==> config.mk <==
export PLATFORM = sky130hd
export DESIGN_NAME = tap_ir_dr_flat
export DESIGN_NICKNAME = d
export VERILOG_FILES = /design/src/rtl/tap_ir_dr_if.sv /design/src/rtl/tap_ir_dr.sv /design/src/flat_wrapper.sv
export SDC_FILE = /design/constraint.sdc
export NUM_CORES = 1
export LEC_CHECK = 0
export BUFFER_PORTS_ARGS = -buffer_cell sky130_fd_sc_hd__buf_2
export CAP_MARGIN = 30
export CORE_MARGIN = 2
export CORE_UTILIZATION = 58
export CTS_BUF_LIST = sky130_fd_sc_hd__clkbuf_4 sky130_fd_sc_hd__clkbuf_8
export DETAILED_ROUTE_END_ITERATION = 12
export PLACE_DENSITY = 0.92
export SYNTH_ARGS = -nofsm -noshare
export SYNTH_HDL_FRONTEND = slang
export SYNTH_SLANG_ARGS = --single-unit
export TNS_END_PERCENT = 50
==> constraint.sdc <==
create_clock -name CLK -period 1.9 [get_ports CLK]
set_clock_uncertainty 0.1 [all_clocks]
set_input_delay 0.19 -clock CLK [delete_from_list [all_inputs] [get_ports CLK]]
set_output_delay 0.19 -clock CLK [all_outputs]
set_load 0.005 [all_outputs]
==> src/rtl/tap_ir_dr_if.sv <==
// Purpose : Pin bundle for the tap_ir_dr JTAG TAP with IR/DR chains.
// Ports   : tms/tdi        - TAP mode select and serial data in
//           tdo/tdo_en     - serial data out and its valid flag
//           state          - current TAP state code
//           ir             - active instruction
//           user_cap       - parallel value captured into the USER chain
//           user_out/stb   - last updated USER value and its update pulse
// Modports: slave drives the TAP outputs, master drives the TAP inputs.
interface tap_ir_dr_if #(
    parameter int unsigned IR_WIDTH = 4,
    parameter int unsigned DR_WIDTH = 32
);
    logic                tms;
    logic                tdi;
    logic                tdo;
    logic                tdo_en;
    logic [3:0]          state;
    logic [IR_WIDTH-1:0] ir;
    logic [DR_WIDTH-1:0] user_cap;
    logic [DR_WIDTH-1:0] user_out;
    logic                user_stb;

    modport slave (
        input  tms, tdi, user_cap,
        output tdo, tdo_en, state, ir, user_out, user_stb
    );

    modport master (
        output tms, tdi, user_cap,
        input  tdo, tdo_en, state, ir, user_out, user_stb
    );
endinterface

==> src/rtl/tap_ir_dr.sv <==
// Purpose : IEEE 1149.1 style TAP controller with a 16-state FSM, an
//           instruction register and three data chains (BYPASS, IDCODE,
//           USER). The USER chain captures user_cap and publishes its
//           shifted contents on user_out with a one-cycle user_stb.
// Ports   : CLK   - single clock, rising edge
//           RESET - synchronous active-high reset
//           bus   - tap_ir_dr_if.slave (tms, tdi, tdo, tdo_en, state, ir,
//                   user_cap, user_out, user_stb)
module tap_ir_dr #(
    parameter int unsigned IR_WIDTH   = 4,
    parameter int unsigned DR_WIDTH   = 32,
    parameter logic [31:0] IDCODE_VAL = 32'h1000_0001
) (
    input  logic        CLK,
    input  logic        RESET,
    tap_ir_dr_if.slave  bus
);

    localparam int unsigned IDW = 32;

    typedef enum logic [3:0] {
        TLR    = 4'd15,
        RTI    = 4'd12,
        SEL_DR = 4'd7,
        CAP_DR = 4'd6,
        SH_DR  = 4'd2,
        EX1_DR = 4'd1,
        PAU_DR = 4'd3,
        EX2_DR = 4'd0,
        UPD_DR = 4'd5,
        SEL_IR = 4'd4,
        CAP_IR = 4'd14,
        SH_IR  = 4'd10,
        EX1_IR = 4'd9,
        PAU_IR = 4'd11,
        EX2_IR = 4'd8,
        UPD_IR = 4'd13
    } tap_state_e;

    localparam logic [IR_WIDTH-1:0] IR_IDCODE = IR_WIDTH'(1);
    localparam logic [IR_WIDTH-1:0] IR_USER   = IR_WIDTH'(2);

    tap_state_e          state_q,     state_d;
    logic [IR_WIDTH-1:0] ir_q,        ir_d;
    logic [IR_WIDTH-1:0] ir_sr_q,     ir_sr_d;
    logic                bypass_q,    bypass_d;
    logic [IDW-1:0]      idcode_sr_q, idcode_sr_d;
    logic [DR_WIDTH-1:0] user_sr_q,   user_sr_d;
    logic [DR_WIDTH-1:0] user_out_q,  user_out_d;
    logic                user_stb_q,  user_stb_d;

    logic                sel_idcode;
    logic                sel_user;
    logic [IR_WIDTH-1:0] ir_shift;
    logic [DR_WIDTH-1:0] user_shift;
    logic                dr_lsb;

    // Decode: IDCODE and USER explicit, everything else (incl. all-ones) is BYPASS
    assign sel_idcode = (ir_q == IR_IDCODE);
    assign sel_user   = (ir_q == IR_USER);

    // State and chain registers
    always_ff @(posedge CLK) begin
        if (RESET) begin
            state_q     <= TLR;
            ir_q        <= IR_IDCODE;
            ir_sr_q     <= '0;
            bypass_q    <= 1'b0;
            idcode_sr_q <= '0;
            user_sr_q   <= '0;
            user_out_q  <= '0;
            user_stb_q  <= 1'b0;
        end else begin
            state_q     <= state_d;
            ir_q        <= ir_d;
            ir_sr_q     <= ir_sr_d;
            bypass_q    <= bypass_d;
            idcode_sr_q <= idcode_sr_d;
            user_sr_q   <= user_sr_d;
            user_out_q  <= user_out_d;
            user_stb_q  <= user_stb_d;
        end
    end

    // TAP next-state
    always_comb begin
        state_d = state_q;
        unique case (state_q)
            TLR:     state_d = bus.tms ? TLR    : RTI;
            RTI:     state_d = bus.tms ? SEL_DR : RTI;
            SEL_DR:  state_d = bus.tms ? SEL_IR : CAP_DR;
            CAP_DR:  state_d = bus.tms ? EX1_DR : SH_DR;
            SH_DR:   state_d = bus.tms ? EX1_DR : SH_DR;
            EX1_DR:  state_d = bus.tms ? UPD_DR : PAU_DR;
            PAU_DR:  state_d = bus.tms ? EX2_DR : PAU_DR;
            EX2_DR:  state_d = bus.tms ? UPD_DR : SH_DR;
            UPD_DR:  state_d = bus.tms ? SEL_DR : RTI;
            SEL_IR:  state_d = bus.tms ? TLR    : CAP_IR;
            CAP_IR:  state_d = bus.tms ? EX1_IR : SH_IR;
            SH_IR:   state_d = bus.tms ? EX1_IR : SH_IR;
            EX1_IR:  state_d = bus.tms ? UPD_IR : PAU_IR;
            PAU_IR:  state_d = bus.tms ? EX2_IR : PAU_IR;
            EX2_IR:  state_d = bus.tms ? UPD_IR : SH_IR;
            UPD_IR:  state_d = bus.tms ? SEL_DR : RTI;
            default: state_d = TLR;
        endcase
    end

    // Register actions taken on the edge that leaves the current state
    always_comb begin
        ir_d        = ir_q;
        ir_sr_d     = ir_sr_q;
        bypass_d    = bypass_q;
        idcode_sr_d = idcode_sr_q;
        user_sr_d   = user_sr_q;
        user_out_d  = user_out_q;
        user_stb_d  = 1'b0;

        // Right shift with tdi at the MSB; written per bit so width 1 works
        ir_shift               = ir_sr_q >> 1;
        ir_shift[IR_WIDTH-1]   = bus.tdi;
        user_shift             = user_sr_q >> 1;
        user_shift[DR_WIDTH-1] = bus.tdi;

        unique case (state_q)
            TLR:    ir_d    = IR_IDCODE;
            CAP_IR: ir_sr_d = IR_WIDTH'(1);
            SH_IR:  ir_sr_d = ir_shift;
            UPD_IR: ir_d    = ir_sr_q;
            CAP_DR: begin
                if (sel_idcode)    idcode_sr_d = IDCODE_VAL;
                else if (sel_user) user_sr_d   = bus.user_cap;
                else               bypass_d    = 1'b0;
            end
            SH_DR: begin
                if (sel_idcode)    idcode_sr_d = {bus.tdi, idcode_sr_q[IDW-1:1]};
                else if (sel_user) user_sr_d   = user_shift;
                else               bypass_d    = bus.tdi;
            end
            UPD_DR: begin
                if (sel_user) begin
                    user_out_d = user_sr_q;
                    user_stb_d = 1'b1;
                end
            end
            default: ;
        endcase
    end

    // Serial output is combinational from the current state
    always_comb begin
        if (sel_idcode)    dr_lsb = idcode_sr_q[0];
        else if (sel_user) dr_lsb = user_sr_q[0];
        else               dr_lsb = bypass_q;
    end

    assign bus.tdo      = (state_q == SH_IR) ? ir_sr_q[0] :
                          (state_q == SH_DR) ? dr_lsb     : 1'b0;
    assign bus.tdo_en   = (state_q == SH_IR) || (state_q == SH_DR);
    assign bus.state    = state_q;
    assign bus.ir       = ir_q;
    assign bus.user_out = user_out_q;
    assign bus.user_stb = user_stb_q;

endmodule

==> src/flat_wrapper.sv <==
// flat-port wrapper written by rule: the top's interface ports become plain ports
module tap_ir_dr_flat 
#(
    parameter int unsigned IR_WIDTH   = 4,
    parameter int unsigned DR_WIDTH   = 32,
    parameter logic [31:0] IDCODE_VAL = 32'h1000_0001
)
  (CLK, RESET, bus_tms, bus_tdi, bus_user_cap, bus_tdo, bus_tdo_en, bus_state, bus_ir, bus_user_out, bus_user_stb);
  tap_ir_dr_if #(.IR_WIDTH(IR_WIDTH), .DR_WIDTH(DR_WIDTH)) bus_i ();
  input  logic CLK;
  input  logic RESET;
  input wire logic [$bits(bus_i.tms)-1:0] bus_tms;
  input wire logic [$bits(bus_i.tdi)-1:0] bus_tdi;
  input wire logic [$bits(bus_i.user_cap)-1:0] bus_user_cap;
  output wire logic [$bits(bus_i.tdo)-1:0] bus_tdo;
  output wire logic [$bits(bus_i.tdo_en)-1:0] bus_tdo_en;
  output wire logic [$bits(bus_i.state)-1:0] bus_state;
  output wire logic [$bits(bus_i.ir)-1:0] bus_ir;
  output wire logic [$bits(bus_i.user_out)-1:0] bus_user_out;
  output wire logic [$bits(bus_i.user_stb)-1:0] bus_user_stb;
  assign bus_i.tms = bus_tms;
  assign bus_i.tdi = bus_tdi;
  assign bus_i.user_cap = bus_user_cap;
  assign bus_tdo = bus_i.tdo;
  assign bus_tdo_en = bus_i.tdo_en;
  assign bus_state = bus_i.state;
  assign bus_ir = bus_i.ir;
  assign bus_user_out = bus_i.user_out;
  assign bus_user_stb = bus_i.user_stb;
  tap_ir_dr #(.IR_WIDTH(IR_WIDTH), .DR_WIDTH(DR_WIDTH), .IDCODE_VAL(IDCODE_VAL)) u_core (.CLK(CLK), .RESET(RESET), .bus(bus_i));
endmodule
# [Word level (Yosys, flattened, before mapping)]
# Cells that the tools add are included.
[word_totals] input_bits=36 register_bits=110 output_inout_bits=43
[op_classes] bitwise=1 muxes=33 eq_ne=25 n_reduce_logical=13
[ops] operator="32-bit two-way mux" count=6
[ops] operator="32-bit case mux with 2 select lines" count=2
[ops] operator="4-bit case mux with 12 select lines" count=1
[ops] operator="4-bit equality test (second input constant)" count=8
[ops] operator="4-bit by 3-bit equality test with 1-bit output (second input constant)" count=4
[ops] operator="4-bit case mux with 2 select lines" count=2
[ops] operator="4-bit by 2-bit equality test with 1-bit output (second input constant)" count=3
[ops] operator="2-bit two-way mux" count=6
[ops] operator="3-bit two-way mux" count=4
[ops] operator="1-bit two-way mux" count=10
[ops] operator="5-bit AND reduction" count=2
[ops] operator="4-bit by 1-bit equality test with 1-bit output (second input constant)" count=2
[ops] operator="2-bit by 1-bit != test with 1-bit output (second input constant)" count=4
[ops] operator="2-bit != test (second input constant)" count=4
[ops] operator="2-bit nonzero test" count=3
[ops] operator="2-bit OR reduction" count=3
[ops] operator="4-bit logical NOT" count=1
[ops] operator="4-bit two-way mux" count=1
[ops] operator="3-bit AND reduction" count=1
[ops] operator="3-bit OR reduction" count=1
[ops] operator="1-bit case mux with 2 select lines" count=1
[ops] operator="2-bit AND reduction" count=1
[ops] operator="1-bit logical OR" count=1
[ops] operator="1-bit NOT" count=1

# [Logic depth before layout (Yosys ltp)]
# Gate-level depths: netlist (run 1).
[logic_depth] ltp_word=5 mapped_depth=5 ltp_nobuf=3

# [Worst setup path before layout (run 1)]
# OpenSTA, ideal clock, no wires.
[synth_timing] path_kind="reg2reg" from="reg u_core.ir_q[1] (netlist: u_core.bus.ir[1])" to="reg u_core.user_sr_q[26]" path_buffers=2 slack_ps=111 arrival_time_ps=1565 path_stages_with_launch=6 setup_time_ps=124 cell_sequence="dfxtp_1 > or4b_4 > buf_6 > buf_12 > a2111oi_4 > nor3_1"
[synth_between] elab_chain_cells=3 elab_cells_between_ends=7 cone_classes="eq/ne: 6; reduce/logical: 1"
[synth_lines] element="from (decl)" line_no="tap_ir_dr.sv:44" source="logic [IR_WIDTH-1:0] ir_q, ir_d;"
[synth_lines] element="from (signal assigned)" line_no="tap_ir_dr.sv:75" source="ir_q <= ir_d;"
[synth_lines] element="4-bit by 1-bit equality test with 1-bit output or 4-bit by 2-bit equality test with 1-bit output (tied branches)" line_no="tap_ir_dr.sv:59, tap_ir_dr.sv:60"
[synth_lines] element="2-bit != test (no source line) or 2-bit by 1-bit != test with 1-bit output (tied branches)"
[synth_lines] element="5-bit AND reduction (no source line) *"
[synth_lines] element="to (signal assigned)" line_no="tap_ir_dr.sv:79" source="user_sr_q <= user_sr_d;"
[synth_lines] element="to (decl)" line_no="tap_ir_dr.sv:48" source="logic [DR_WIDTH-1:0] user_sr_q, user_sr_d;"
# Mark *: on every way between the ends. The rest lies on a longest branch, timed or not.
# A chain may end at the register's enable or synchronous reset.

# [Worst setup path after layout (run 1)]
[layout_timing] from="reg u_core.ir_q[2] (netlist: u_core.bus.ir[2])" to="out bus_tdo"
[layout_between] elab_chain_cells=5 elab_cells_between_ends=6 cone_classes="eq/ne: 2; mux: 4"
[layout_lines] element="4-bit by 2-bit equality test with 1-bit output" line_no="tap_ir_dr.sv:60" source="assign sel_user = (ir_q == IR_USER);"
[layout_lines] element="1-bit two-way mux" line_no="tap_ir_dr.sv:153" source="else if (sel_user) dr_lsb = user_sr_q[0];"
[layout_lines] element="1-bit two-way mux *" line_no="tap_ir_dr.sv:152" source="if (sel_idcode) dr_lsb = idcode_sr_q[0];"
[layout_lines] element="1-bit two-way mux *" line_no="tap_ir_dr.sv:158" source="(state_q == SH_DR) ? dr_lsb : 1'b0;"
[layout_lines] element="1-bit two-way mux *" line_no="tap_ir_dr.sv:157" source="assign bus.tdo = (state_q == SH_IR) ? ir_sr_q[0] :"
[layout_lines] element="to (decl)" line_no="flat_wrapper.sv:15" source="output wire logic [$bits(bus_i.tdo)-1:0] bus_tdo;"
# Marks and branches as above.

==> flow_metrics.env, run 1 <==
export IMPL_nets=652
export IMPL_cts_buffers=9
export IMPL_grt_max_degree=81
export IMPL_cts_tree="built"
export IMPL_synth_top_area_cell="dfxtp_1"
export IMPL_pre_cts_slack_ns=0.03389
export IMPL_critPathLaunchType="flip-flop"
export IMPL_ys_warn_count=0
export IMPL_dr_pass1_iters=5
export IMPL_dp_hpwl_microns=7437
export IMPL_grt_pass1_vias=4229
export IMPL_ir_worst_vdd_mv=0.3337
export IMPL_drive_above_1_share_pct=23.19
export IMPL_layout_min_cycle_time_ns=2.021
export IMPL_ctsHoldBuffers=0
export IMPL_p_leak_nw=1.928
export IMPL_final_hold_viol_count=0
export IMPL_viasPerCell=6.585
export IMPL_grt_total_usage_pct=26.44
export IMPL_initial_core_util_pct=59.83
export IMPL_core_area_sq_um=8258
export IMPL_power_density_nw_per_um2=743.5
export IMPL_io_buffer_count=78
export IMPL_die_w_microns=96.30
export IMPL_insertion_delay_ns=0.37
export IMPL_routed_wl_microns=12680
export IMPL_r2r_slack_ns=0
export IMPL_synth_area_leaders="dfxtp_1, a21oi_1, o21ai_0, nand4b_1, a2111oi_0"
export IMPL_gr_total_overflow=0
export IMPL_setup_viol=2
export IMPL_route_detailed_drc=0
export IMPL_maxCapViolCount=0
export IMPL_cts_root_buf="clkbuf_8"
export IMPL_htree_levels=3
export IMPL_setup_slack_ns=-0.1206
export IMPL_wl_per_cell_microns=17.47
export IMPL_timing_final_crit_share_pct=106.3
export IMPL_hp_start="bus_user_cap[2]"
export IMPL_synth_seq_area_share_pct=44.57
export IMPL_rsz0062_at_grt="true"
export IMPL_cp_required_ns=1.61
export IMPL_drt_initial_drc_count=415
export IMPL_io_pins=79
export IMPL_tightest_slew_ns=0.6916
export IMPL_syn_area_per_cell_sq_um=8.668
export IMPL_antenna_found_initial=0
export IMPL_clock_sinks=110
export IMPL_grt_pass1_wl_microns=19750
export IMPL_startpoint="u_core.bus.ir[2]$_SDFFE_PP0P_"
export IMPL_endpoint_kind="output pin"
export IMPL_gp_congestion=0.7720
export IMPL_final_setup_tns_ns=-0.1253
export IMPL_num_vias=4781
export IMPL_num_antenna_cells=0
export IMPL_die_area_sq_um=9274
export IMPL_violations="negative setup slack"
export IMPL_path_class="reg -> out"
export IMPL_yosysTopAreaCellShare_pct=44.57
export IMPL_syn_nets=606
export IMPL_placementRows=33
export IMPL_relSlewSlack_pct=53.90
export IMPL_max_freq_ghz=0.4949
export IMPL_ys_seq_elements=110
export IMPL_crit_arrival_ns=1.73
export IMPL_status="finished with violations"
export IMPL_area_growth_pct=16.89
export IMPL_r2r_start="u_core.bus.ir[0]$_SDFFE_PP1P_"
export IMPL_dieHeight_microns=96.30
export IMPL_critPathMaxFanout=6
export IMPL_synth_cells=570
export IMPL_synth_cell_type_count=44
export IMPL_netlist_area_sq_um=4941
export IMPL_clkTransAtPathRegs_ns=0.11
export IMPL_clockBufferDepth=2
export IMPL_drv_slew=0
export IMPL_ant_nets=0
export IMPL_hold_path_class="in -> reg"
==> per-layer routing <==
metal	share of wire [%]	track usage, %
met1	42	35.07
met2	48	42.65
met3	7.6	4.464
met4	2.6	10.92
met5	0	0
==> layout by cell type (no fill, tap or decap), drive strengths merged, types with 3 or more instances in the layout <==
cell / n
o21ai: 66
nor3: 37
clkbuf: 10
nand3b: 7
inv: 4
buf: 103
a21oi: 106
nor3b: 3
a2111oi: 31
nor2b: 34
nand4b: 29
dfxtp: 110
nor2: 4
nand2: 10
nand3: 36
==> Yosys cell counts <==
cell and number:
a2111oi_0 26, a2111oi_4 5, a211o_1 2, a211oi_1 1, a21oi_1 106, a311oi_1 1
and2b_1 1, and3_1 1, and3b_1 1, buf_12 1, buf_2 16, buf_4 2
buf_6 2, clkbuf_1 46, clkbuf_2 2, dfxtp_1 110, inv_1 1, nand2_1 10
nand2b_1 2, nand3_1 36, nand3b_1 7, nand4_1 1, nand4b_1 29, nor2_1 4
nor2b_1 34, nor3_1 37, nor3b_1 3, nor4_1 2, nor4b_1 1, nor4b_2 1
nor4bb_1 1, o21ai_0 65, o21ai_1 1, o21bai_1 1, o221ai_1 1, o31a_1 1
o31ai_1 2, or2b_1 1, or3b_1 1, or3b_2 1, or4_1 1, or4b_1 1
or4b_4 1, or4bb_1 1
==> critical path, cell delays in order (launching register included) <==
cell	delay (ns)
dfxtp_1	0.34
buf_4	0.17
o31a_1	0.30
o31ai_1	0.27
o21ai_1	0.14
buf_2	0.14
==> sequential cells by signal, indices dropped and copies added, names as in the netlist <==
signal,cells
u_core.bus.ir,4
u_core.bus.state,4
u_core.bus.user_out,32
u_core.bus.user_stb,1
u_core.bypass_q,1
u_core.idcode_sr_q,32
u_core.ir_sr_q,4
u_core.user_sr_q,32
==> cell families (layout without fill, tap and decap cells) <==
kind of cell	Yosys count	count (layout)	synth area share, %
simple gates	178	178	22.56
flops	110	110	44.57
compound gates	212	212	26.31
buf+inv	70	121	6.559
==> final timing paths <==
| check | end | cells past startpoint |
|---|---|---|
| worst max-delay path | bus_tdo | 5 |
| worst min-delay path | u_core.user_sr_q[2]$_SDFFE_PP0P_ | 3 |
| worst max register to register | u_core.user_sr_q[21]$_SDFFE_PP0P_ | 4 |
| worst min register to register | u_core.bus.user_out[3]$_SDFFE_PP0P_ | 2 |
==> where the power goes <==
part,switching (W),internal (W)
registers,0.0000171,0.00232
logic,0.000318,0.000182
clock network,0.000825,0.000629
total,0.00116,0.00313
==> cell type report <==
class	instances	area, sq um
fillers	575	2482
repair buffers	104	709.4
clock buffers	9	123.9
well taps	105	131.4
inverters	1	3.754
flip-flops and latches	110	2205
clock inverters	7	80.08
multi-input cells	390	2522
==> through the flow <==
stage               cell area, sq um  power (W)  std cells  utilization [%]  hold WS, ns
floorplan                       4941   0.002675        570                -       0.2081
global placement                5461   0.002833        708            66.14       0.3579
detailed placement              5461   0.002847        708            66.14       0.3634
CTS                             5704   0.004275        726            69.08      0.01866
global route                    5776   0.004430        726            69.94      0.02535
finish                          5776   0.004294        726            69.94     0.004722
==> what timing repair did <==
item / CTS / global route
setup buffers: 2 / 0
resized for setup: 9 / 27
setup endpoints to repair: 4 / 55
gates cloned: 0 / 0
pin swaps: 2 / 0
(Power assumes the default switching activity.)
==> inputs of run 2 (changes only) <==
--- a/config.mk
+++ b/config.mk
@@ -14,2 +14,3 @@
 export PLACE_DENSITY = 0.92
+export RECOVER_POWER = 50
 export SYNTH_ARGS = -nofsm -noshare
--- a/constraint.sdc
+++ b/constraint.sdc
@@ -4,2 +4,2 @@
 set_output_delay 0.19 -clock CLK [all_outputs]
-set_load 0.005 [all_outputs]
+set_load 0.02 [all_outputs]
==> run 2 against run 1 <==
The flow still finishes with violations (negative setup slack). Sequential share of layout area increased by 0.39 points. Maximum frequency up 0.31%. Critical path depth did not move. Register-to-register slack is essentially flat. Critical path type unchanged. Highest routed layer unchanged.
==> flow_metrics.env, run 2 (synthesis gave the netlist of run 1 again) <==
export IMPL_setup_slack_ns=-0.1143
export IMPL_cts_buffers=9
export IMPL_fin_util_pct=69.39
export IMPL_wl_per_cell_microns=17.55
export IMPL_route_detailed_drc=0
export IMPL_crit_buf_inv=2
export IMPL_r2r_slack_ns=0
export IMPL_crit_family="simple AND/OR/NAND/NOR gates"
export IMPL_initial_core_util_pct=59.83
export IMPL_die_w_microns=96.30
export IMPL_grt_pass1_wl_microns=19620
export IMPL_power_density_nw_per_um2=752.6
export IMPL_relSlewSlack_pct=69.01
export IMPL_dieHeight_microns=96.30
export IMPL_fin_cells=721
export IMPL_cts_root_buf="clkbuf_8"
export IMPL_clock_sinks=110
export IMPL_endpoint="bus_tdo"
export IMPL_ant_nets=0
export IMPL_clockBufferDepth=2
export IMPL_gp_congestion=0.8508
export IMPL_final_setup_tns_ns=-0.1185
export IMPL_r2r_start="u_core.bus.ir[3]$_SDFFE_PP0P_"
export IMPL_r2r_end="u_core.user_sr_q[1]$_SDFFE_PP0P_"
export IMPL_clkTransAtPathRegs_ns=0.11
export IMPL_p_leak_nw=1.755
export IMPL_num_antenna_cells=0
export IMPL_area_growth_pct=15.98
export IMPL_path_cells="buf_6 -> or4b_4 -> o221ai_4 -> o21ai_2 -> buf_6"
export IMPL_multi_input_area_sq_um=2552
export IMPL_placementRows=33
export IMPL_final_hold_viol_count=0
export IMPL_holdWs_ns=0.01432
export IMPL_total_power_w=0.004312
export IMPL_gr_total_overflow=0
export IMPL_status="finished with violations"
export IMPL_drt_initial_drc_count=354
export IMPL_tightest_slew_ns=0.4531
export IMPL_nets=647
export IMPL_path_class="reg -> out"
export IMPL_routed_wl_microns=12650
export IMPL_final_cell_mix="a21oi_1, dfxtp_1, o21ai_0"
export IMPL_crit_top_cell="buf_6"
export IMPL_io_pins=79
export IMPL_critPathLaunchType="flip-flop"
export IMPL_timing_final_crit_share_pct=106.0
export IMPL_die_area_sq_um=9274
export IMPL_num_vias=4707
export IMPL_dr_pass1_iters=5
export IMPL_cp_required_ns=1.61
export IMPL_regArea_sq_um=2210
export IMPL_core_area_sq_um=8258
export IMPL_cts_tree="built"
export IMPL_grt_pass1_vias=4149
export IMPL_maxCapViolCount=0
export IMPL_dp_cells=704
export IMPL_rr_worst_depth=4
export IMPL_max_freq_ghz=0.4964
export IMPL_fill_cells=609
export IMPL_cp_depth=5
export IMPL_critPathSlowestCell="or4b_4"
export IMPL_drive_above_1_share_pct=17.37
export IMPL_drv_slew=0
export IMPL_ir_worst_vdd_mv=0.3744
export IMPL_startpoint="u_core.bus.ir[0]$_SDFFE_PP1P_"
export IMPL_io_buffer_count=78
export IMPL_antenna_found_initial=0
export IMPL_viasPerCell=6.528
export IMPL_grt_total_usage_pct=26.52
export IMPL_critPathMaxFanout=2
export IMPL_htree_levels=3
export IMPL_layout_min_cycle_time_ns=2.014
export IMPL_dp_hpwl_microns=7126
export IMPL_setup_viol=2
export IMPL_slowest_delay_ns=0.50
export IMPL_hold_path_class="in -> reg"
export IMPL_grt_max_degree=72
export IMPL_violations="negative setup slack"
export IMPL_crit_arrival_ns=1.72
export IMPL_endpoint_kind="output pin"
export IMPL_insertion_delay_ns=0.38
export IMPL_rsz0062_at_grt="true"
==> run 2: changes by cell type in the layout (fill, tap and decap cells not counted), sizes merged <==
cell,delta
inv,-2
clkinv,+1
bufbuf,+1
buf,-41
clkbuf,+36
==> run 2: routing by layer <==
metal  vias to the layer above  GRT usage, %  wire length [microns]
met5                         -             0                      0
met1                      2301         34.02                   5191
met4                         0         6.690                    224
met3                        24         5.717                    851
li1                       2195             -                      -
met2                       187         45.37                   6383
==> run 2: worst reg2reg max path, stage by stage (launching register included) <==
cell       delay, ns
dfxtp_1         0.38
or4b_4          0.52
buf_4           0.23
a2111oi_0       0.48
nor3_1          0.08
==> run 2: repair_timing <==
item                       4_1_cts  5_1_grt
pin swaps                        3        0
gates resized for setup         15       17
setup endpoints to repair        4       16
hold buffers                     0        0
buffers inserted                 1        0
==> run 2: layout make-up <==
class | instances | area share (%)
clock buffer | 10 | 2.402
clock inverter | 6 | 1.201
inverter | 1 | 0.06550
multi-input combinational | 390 | 44.54
sequential | 110 | 38.56
tap | 105 | 2.293
timing repair buffer | 99 | 10.94
==> run 2: where the power goes <==
group	switching, W	leakage, nW	internal (W)
logic	0.000320	0.765	0.000168
registers	0.0000247	0.888	0.00232
clock network	0.000824	0.103	0.000653
==> run 2: worst min path at each step <==
stage	start	endpoint	slack [ns]	depth (start not counted)
2_1_floorplan	bus_tms	u_core.bus.state[0]$_SDFF_PP1_	0.21	1
3_3_place_gp	u_core.idcode_sr_q[3]$_SDFFE_PP0P_	u_core.idcode_sr_q[3]$_SDFFE_PP0P_	0.36	2
3_5_place_dp	u_core.bus.user_out[31]$_SDFFE_PP0P_	u_core.bus.user_out[31]$_SDFFE_PP0P_	0.37	2
4_1_cts	bus_user_cap[31]	u_core.user_sr_q[31]$_SDFFE_PP0P_	0.01	3
5_1_grt	bus_user_cap[2]	u_core.user_sr_q[2]$_SDFFE_PP0P_	0.02	3
6_report	bus_user_cap[6]	u_core.user_sr_q[6]$_SDFFE_PP0P_	0.01	3
==> run 2: metrics by stage <==
| stage | setup slack, ns | instance area [sq um] |
|---|---|---|
| after detailed placement | -0.02441 | 5450 |
| after global routing | -0.1467 | 5731 |
| after floorplan | 0.01579 | 4957 |
| after CTS | -0.08509 | 5722 |
| after global placement | 0.1303 | 5450 |
| final | -0.1143 | 5731 |
